## src/rtl/encoder83_pending_if.sv

```systemverilog
// ---------------------------------------------------------------------------
// encoder83_pending_if
//   Valid/ready handshake that carries one encoded line index from the
//   pending-request encoder to its consumer.
//
//   code  : 3-bit index of the granted line (driven by master)
//   valid : code is valid this cycle (driven by master)
//   ready : consumer accepts code when valid && ready (driven by slave)
//
//   master : the encoder side
//   slave  : the consumer side
// ---------------------------------------------------------------------------
interface encoder83_pending_if;
  logic [2:0] code;
  logic       valid;
  logic       ready;

  modport master (output code, output valid, input ready);
  modport slave  (input code, input valid, output ready);
endinterface

```

## src/rtl/encoder83_pending.sv

```systemverilog
// ---------------------------------------------------------------------------
// encoder83_pending
//   Sequential 8-to-3 encoder. Single-cycle request pulses on eight lines
//   are collected in a pending register. One pending line at a time is
//   offered as a 3-bit index over a valid/ready handshake, and that line is
//   cleared when the consumer accepts it.
//
//   Parameter RR : 0 = fixed priority, highest index wins
//                  1 = round-robin, ascending search from last_grant+1
//
//   clk      : clock, rising edge
//   rst_n    : asynchronous active-low reset
//   E        : issue enable; 0 stops a new code from being loaded
//   req      : request pulses, bit i = event on line i
//   clr      : synchronous clear of pending and output state
//   bus      : handshake (code/valid out, ready in)
//   pending  : pending-request register
//   overflow : one-cycle pulse, a req hit a bit that was already pending
//              and was not being accepted in the same cycle
// ---------------------------------------------------------------------------
module encoder83_pending #(
  parameter bit RR = 1'b0
) (
  input  logic                        clk,
  input  logic                        rst_n,
  input  logic                        E,
  input  logic [7:0]                  req,
  input  logic                        clr,
  encoder83_pending_if.master         bus,
  output logic [7:0]                  pending,
  output logic                        overflow
);

  logic       accept;
  logic [7:0] acc_oh;
  logic [7:0] sel_src;
  logic [2:0] last_grant;
  logic [2:0] lg_eff;
  logic [2:0] probe;
  logic [2:0] sel_idx;

  assign accept  = bus.valid && bus.ready;
  assign acc_oh  = accept ? (8'b1 << bus.code) : 8'h00;
  // The line being accepted this cycle is not eligible for re-selection,
  // even if a fresh req for it arrives now; that req only becomes eligible
  // once it is visible in the register.
  assign sel_src = pending & ~acc_oh;

  // NOTE: every variable written in this always_comb gets a default first,
  // so no path leaves one unassigned and no latch is inferred.
  always_comb begin
    sel_idx = 3'd0;
    probe   = 3'd0;
    // Round-robin pointer reflects an accept happening in this same cycle.
    lg_eff  = accept ? bus.code : last_grant;
    if (RR == 1'b0) begin
      // Ascending scan: the last hit is the highest set bit.
      for (int i = 0; i < 8; i++) begin
        if (sel_src[i]) sel_idx = 3'(i);
      end
    end else begin
      // Descending offset scan: the last hit is the nearest set bit above
      // lg_eff, with 3-bit arithmetic providing the 7->0 wrap.
      for (int i = 7; i >= 0; i--) begin
        probe = lg_eff + 3'(i) + 3'd1;
        if (sel_src[probe]) sel_idx = probe;
      end
    end
  end

  // NOTE: all state here is updated with non-blocking assignments so every
  // register samples the pre-edge values of the others.
  always_ff @(posedge clk or negedge rst_n) begin
    if (!rst_n) begin
      pending    <= 8'h00;
      overflow   <= 1'b0;
      bus.code   <= 3'd0;
      bus.valid  <= 1'b0;
      last_grant <= 3'd7;
    end else if (clr) begin
      // last_grant survives a clear so round-robin fairness is preserved.
      pending   <= 8'h00;
      overflow  <= 1'b0;
      bus.code  <= 3'd0;
      bus.valid <= 1'b0;
    end else begin
      pending  <= sel_src | req;
      overflow <= |(req & sel_src);
      if (accept) last_grant <= bus.code;
      // An offered code is held until accepted; an accept cycle may reload
      // directly so back-to-back grants have no bubble.
      if (!bus.valid || accept) begin
        if (E && (sel_src != 8'h00)) begin
          bus.code  <= sel_idx;
          bus.valid <= 1'b1;
        end else begin
          bus.valid <= 1'b0;
        end
      end
    end
  end

endmodule

```

## src/flat_wrapper.sv

```systemverilog
// flat-port wrapper written by rule: the top's interface ports become plain ports
module encoder83_pending_flat 
#(
  parameter bit RR = 1'b0
)
  (clk, rst_n, E, req, clr, pending, overflow, bus_code, bus_valid, bus_ready);
  encoder83_pending_if bus_i ();
  input  logic clk;
  input  logic rst_n;
  input  logic E;
  input  logic [7:0] req;
  input  logic clr;
  output logic [7:0] pending;
  output logic overflow;
  output wire logic [$bits(bus_i.code)-1:0] bus_code;
  output wire logic [$bits(bus_i.valid)-1:0] bus_valid;
  input wire logic [$bits(bus_i.ready)-1:0] bus_ready;
  assign bus_code = bus_i.code;
  assign bus_valid = bus_i.valid;
  assign bus_i.ready = bus_ready;
  encoder83_pending #(.RR(RR)) u_core (.clk(clk), .rst_n(rst_n), .E(E), .req(req), .clr(clr), .bus(bus_i), .pending(pending), .overflow(overflow));
endmodule
```

## config.mk

```make
export PLATFORM = sky130hd
export DESIGN_NAME = encoder83_pending_flat
export DESIGN_NICKNAME = d
export VERILOG_FILES = /design/src/rtl/encoder83_pending_if.sv /design/src/rtl/encoder83_pending.sv /design/src/flat_wrapper.sv
export SDC_FILE = /design/constraint.sdc
export NUM_CORES = 1
export LEC_CHECK = 0
export CORE_MARGIN = 5
export CORE_UTILIZATION = 38
export DETAILED_ROUTE_END_ITERATION = 12
export PLACE_DENSITY = 0.75
export SETUP_SLACK_MARGIN = 0.3
export SYNTH_ARGS = -nofsm -noshare
export SYNTH_HDL_FRONTEND = slang
export SYNTH_SLANG_ARGS = --single-unit
```

## constraint.sdc

```tcl
create_clock -name clk -period 1.5 [get_ports clk]
set_input_delay 0.225 -clock clk [delete_from_list [all_inputs] [get_ports clk]]
set_output_delay 0.225 -clock clk [all_outputs]
set_load 0.01 [all_outputs]
```

---- Yosys cells after proc, flatten, opt, wreduce, memory -nomap -nowiden ----
Index checks and enable logic that the tools add are counted.
W data, S select, Z words.
storage, ports and cells
  flip-flop bits (word level) ............. 13
  output and inout port bits .............. 13
  word-level logic and storage cells ...... 34
operators by class
  shift operators ......................... 1
  muxes and demuxes ....................... 16
  bitwise operators ....................... 4
  reduce and logical (&&, ||, !) cells .... 9
operators with widths
  kind                   number
  $mux W3                9
  $and A8 B8 Y8          2
  $mux W8                2
  $not A8 Y8             1
  $or A8 B8 Y8           1
  $reduce_bool A8 Y1     1
  $reduce_or A8 Y1       1
  $shl A1 B3 Y8 const A  1
  $mux W1                5
  $reduce_bool A2 Y1     2
  $logic_and A1 B1 Y1    2
  $reduce_and A2 Y1      1
  $logic_not A1 Y1       1
  $logic_or A1 B1 Y1     1

---- Longest topological paths before layout ----
  depth in word-level cells ............... 14
  mapped depth ............................ 5
  mapped depth without buffers ............ 5

---- Worst setup path before layout ----
No wires, ideal clock.
  path type ............................... register to register
  from .................................... register u_core.bus.code[2]
  to ...................................... register u_core.bus.code[1]
  data arrival time ....................... 1568 ps
  required time ........................... 1421 ps
  path slack .............................. -148 ps
  stages on the path, launching flop included .. 6
  path buffers ............................ 0
  clock period less this slack ............ 1648 ps
  cells stage by stage .................... dfrtp_1 nand3b_1 o21a_2 nor4_4 a21o_2 mux2i_1
between the ends
  word-level cells in the longest chain between the ends .. 13
  elaborated cells between the ends (all ways) .. 17
  classes of those cells .................. shift: 1; mux: 10; bitwise: 2; reduce/logical: 4
ends and longest elaborated chain
  what                    line                        RTL
  from (decl)             encoder83_pending_if.sv:18  modport master (output code, output valid, input ready);
  from (signal assigned)  encoder83_pending.sv:94     bus.code <= sel_idx;
  $shl A1 B3 Y8 (*)       encoder83_pending.sv:43     assign acc_oh = accept ? (8'b1 << bus.code) : 8'h00;
  $mux W8 (*)             encoder83_pending.sv:43
  $not A8 Y8 (*)          encoder83_pending.sv:47     assign sel_src = pending & ~acc_oh;
  $and A8 B8 Y8 (*)       encoder83_pending.sv:47
  $mux W3 (6 in series)   encoder83_pending.sv:59     if (sel_src[i]) sel_idx = 3'(i);
  $mux W3                 encoder83_pending.sv:93     if (E && (sel_src != 8'h00)) begin
  $mux W3                 encoder83_pending.sv:92     if (!bus.valid || accept) begin
  $mux W3                 encoder83_pending.sv:80     end else if (clr) begin
Every way passes the cells marked *; elsewhere a longest branch is shown, timed or not. The select of a mux whose other input is x is not followed.
A chain may end at the register's enable or synchronous reset.

---- Final worst setup path ----
Same ends and word-level chain as after synthesis.

==> reports/metrics.yaml <==
critical_path:
  critPathMaxStageDelay_ns: 0.39
  crit_family: "compound AO/OA/AOI/OAI gates"
  path_max_fanout: 4
  crit_path_end_kind: "register"
  start_kind: "register"
  path_class: "reg2reg"
  arrival_ns: 2.00
  r2r_slack_ns: -0.29
  critPathBufInv: 1
  crit_chain: "buf_6 -> nand3_4 -> o31a_1 -> nor4_4 -> a21o_2 -> mux2i_1"
  r2r-start: "u_core.bus.code[2]$_DFFE_PN0P_"
  cp.required_ns: 1.71
  cp_slowest_cell: "o31a_1"
  ff2ff_path_depth: 6
  r2r_end: "u_core.bus.code[1]$_DFFE_PN0P_"
layout:
  multi_input_area_sq_um: 453
  area_delta_synth_final_pct: 82.3
  fillCellCount: 136
  post-route-util_pct: 73.2
  stdcell_area_sq_um: 1280
  fin_nets: 135
  fin_cells: 146
  num_antenna_cells: 0
  ff_latch_area_sq_um: 325
  drive_above_1_share_pct: 47.9
clock_network:
  cts.sinks: 13
  clock-root-buffer: "clkbuf_4"
  clk_pin_slew_ns: 0.08
  cts_htree_levels: 1
  clk_latency_ns: 0.28
  numCtsBuffers: 3
  clk_path_buf_depth: 2
  tritoncts: "yes"
routing:
  via_per_inst: 5.43
  routed_wl_um: 2410
  dr.first_iter.drc_count: 13
  drtPass1Iterations: 4
  num_vias: 793
  ant_nets: 0
  drc: 0
  wire_per_inst_um: 16.5
timing:
  fin_ws_ns: -0.287
  setup-violations-final: 6
  hold_violations: 0
  fmax_ghz: 0.559
  fin_skew_ns: 0.000725
  slew_headroom_pct: 80.2
  period_minus_slack_ns: 1.79
  period_share_pct: 119
  worst_pin_slew_ns: 0.294
  rsz0062_at_grt: "true"
  maxSlewViolCount: 0
global_routing:
  grt_pass1_wl_um: 3670
  antenna_found_initial: 0
  grt_overflow: 0
  grt_pass1_vias: 786
  grt_max_degree: 14
  grt_usage_pct: 18.4
logic_synthesis:
  synth_cells: 69
  synthTopCellsByArea: "dfrtp_1, nor2_1, nor4_4"
  synth_nets: 82
  ys_warn_count: 0
  ys_async_sr_fraction_pct: 100
  syn_avg_cell_area_sq_um: 10.2
  syn_area_sq_um: 701
  yosys_register_bits: 13
  synth_top_area_share_pct: 46.4
  yosys.area.top_type: "dfrtp_1"
  synth_top_flop_cell: "dfrtp_1"
  ys_seq_area_share_pct: 46.4
  synth_edf_count: 0
  yosysUniqueCellTypes: 27
job:
  cap_violations: 0
place:
  place_area_sq_um: 1110
  gp_congestion: 0.876
  io_buffer_count: 25
  place_inst: 135
  pre_cts_ws_ns: -0.514
  dp_hpwl_um: 1610
pwr:
  leakage_nw: 0.552
  power_density_nw_per_um2: 770
  finalPower_uw: 983
  ir_drop_mv: 0.573
floorplanning:
  die_y_um: 52.9
  die_w_um: 52.9
  ios: 26
  start_util_pct: 40.1
  core_sq_um: 1750
  fp-row-count: 15
  dieArea_sq_um: 2800
status:
  failed_checks: "setup timing"
  outcome: "finished with violations"
hold_path:
  hp-class: "in2async"
-- stage by stage --
step           TNS [ns]  hold WS (ns)
2_1_floorplan    -0.427       -0.0706
3_3_place_gp      -2.73         0.550
3_5_place_dp      -3.20         0.544
4_1_cts          -0.867         0.250
5_1_grt           -1.77         0.274
6_report          -1.29         0.250
-- placed cells by master, fill, tap and decap left out, types with 2 or more instances in the layout --
cell | synthesis | final
o21a_2 | 4 | 4
clkdlybuf4s15_1 | 0 | 6
o21a_4 | 0 | 2
a22oi_1 | 4 | 2
clkbuf_2 | 0 | 2
buf_4 | 0 | 16
buf_6 | 0 | 9
a22oi_2 | 0 | 2
nor4_4 | 2 | 2
clkbuf_4 | 0 | 3
dlygate4sd2_1 | 0 | 2
nor2_1 | 16 | 10
nor2_2 | 0 | 4
inv_1 | 2 | 2
nor2_4 | 0 | 2
buf_2 | 0 | 3
dfrtp_1 | 13 | 13
nand2_1 | 3 | 3
a211oi_1 | 3 | 3
clkdlybuf4s50_1 | 0 | 11
-- worst reg2reg max path, stage by stage (launching register included) --
cell and delay (ns):
dfrtp_1 0.37, buf_6 0.12, nand3_4 0.09, o31a_1 0.39, nor4_4 0.31, a21o_2 0.24
mux2i_1 0.19
-- power breakdown --
| part | switching, mW | internal [mW] |
|---|---|---|
| Combinational | 0.159 | 0.195 |
| Sequential | 0.0246 | 0.378 |
| Clock | 0.124 | 0.103 |
-- Yosys cell counts (all sizes together), types with 2 or more instances --
| cell | instances |
|---|---|
| nor2 | 16 |
| dfrtp | 13 |
| o21a | 6 |
| a22oi | 4 |
| a211oi | 3 |
| nand2 | 3 |
| inv | 2 |
| nand2b | 2 |
| nor4 | 2 |
| o21ai | 2 |
| o31a | 2 |
-- worst max-delay path by stage --
stage,startpoint,end,slack [ns],depth (start not counted)
2_1_floorplan,u_core.bus.code[2]$_DFFE_PN0P_,u_core.bus.code[1]$_DFFE_PN0P_,-0.13,5
3_3_place_gp,bus_ready,u_core.bus.code[0]$_DFFE_PN0P_,-0.49,6
3_5_place_dp,bus_ready,u_core.bus.code[0]$_DFFE_PN0P_,-0.51,6
4_1_cts,u_core.bus.code[2]$_DFFE_PN0P_,u_core.bus.code[0]$_DFFE_PN0P_,-0.22,5
5_1_grt,u_core.bus.code[2]$_DFFE_PN0P_,u_core.bus.code[1]$_DFFE_PN0P_,-0.38,6
6_report,u_core.bus.code[2]$_DFFE_PN0P_,u_core.bus.code[1]$_DFFE_PN0P_,-0.29,6
-- flip-flops by register name, summed over array words and instances (netlist names) --
name              count
u_core.bus.code       3
u_core.bus.valid      1
u_core.overflow       1
u_core.pending        8
-- area by class of cell --
type                            count  area share (%)
Multi-Input combinational cell     53            35.5
Clock buffer                        4            2.06
Timing Repair Buffer               49            34.0
Tap cell                           25            2.45
Inverter                            2           0.588
Sequential cell                    13            25.5
-- logic make-up after synthesis --
group / share of synthesized area [%]
muxes: 1.43
and+or+nand+nor: 24.1
DFF: 46.4
AOI/OAI and AO/OA: 26.4
buffers and inverters: 1.61
-- per-layer routing --
layer | up-vias | wire length [um] | track usage (%)
met1 | 384 | 982 | 21.4
met5 | - | 0 | 0
met3 | 11 | 88 | 2.82
li1 | 362 | - | -
met4 | 0 | 75 | 10.2
met2 | 36 | 1260 | 31.8
-- repair_timing --
action	CTS	global route
hold buffers	0	0
setup buffers	3	4
setup endpoints to repair	26	24
pin swaps	8	9
gates resized for setup	39	26
Note: power is estimated with default switching activity, not from simulation.
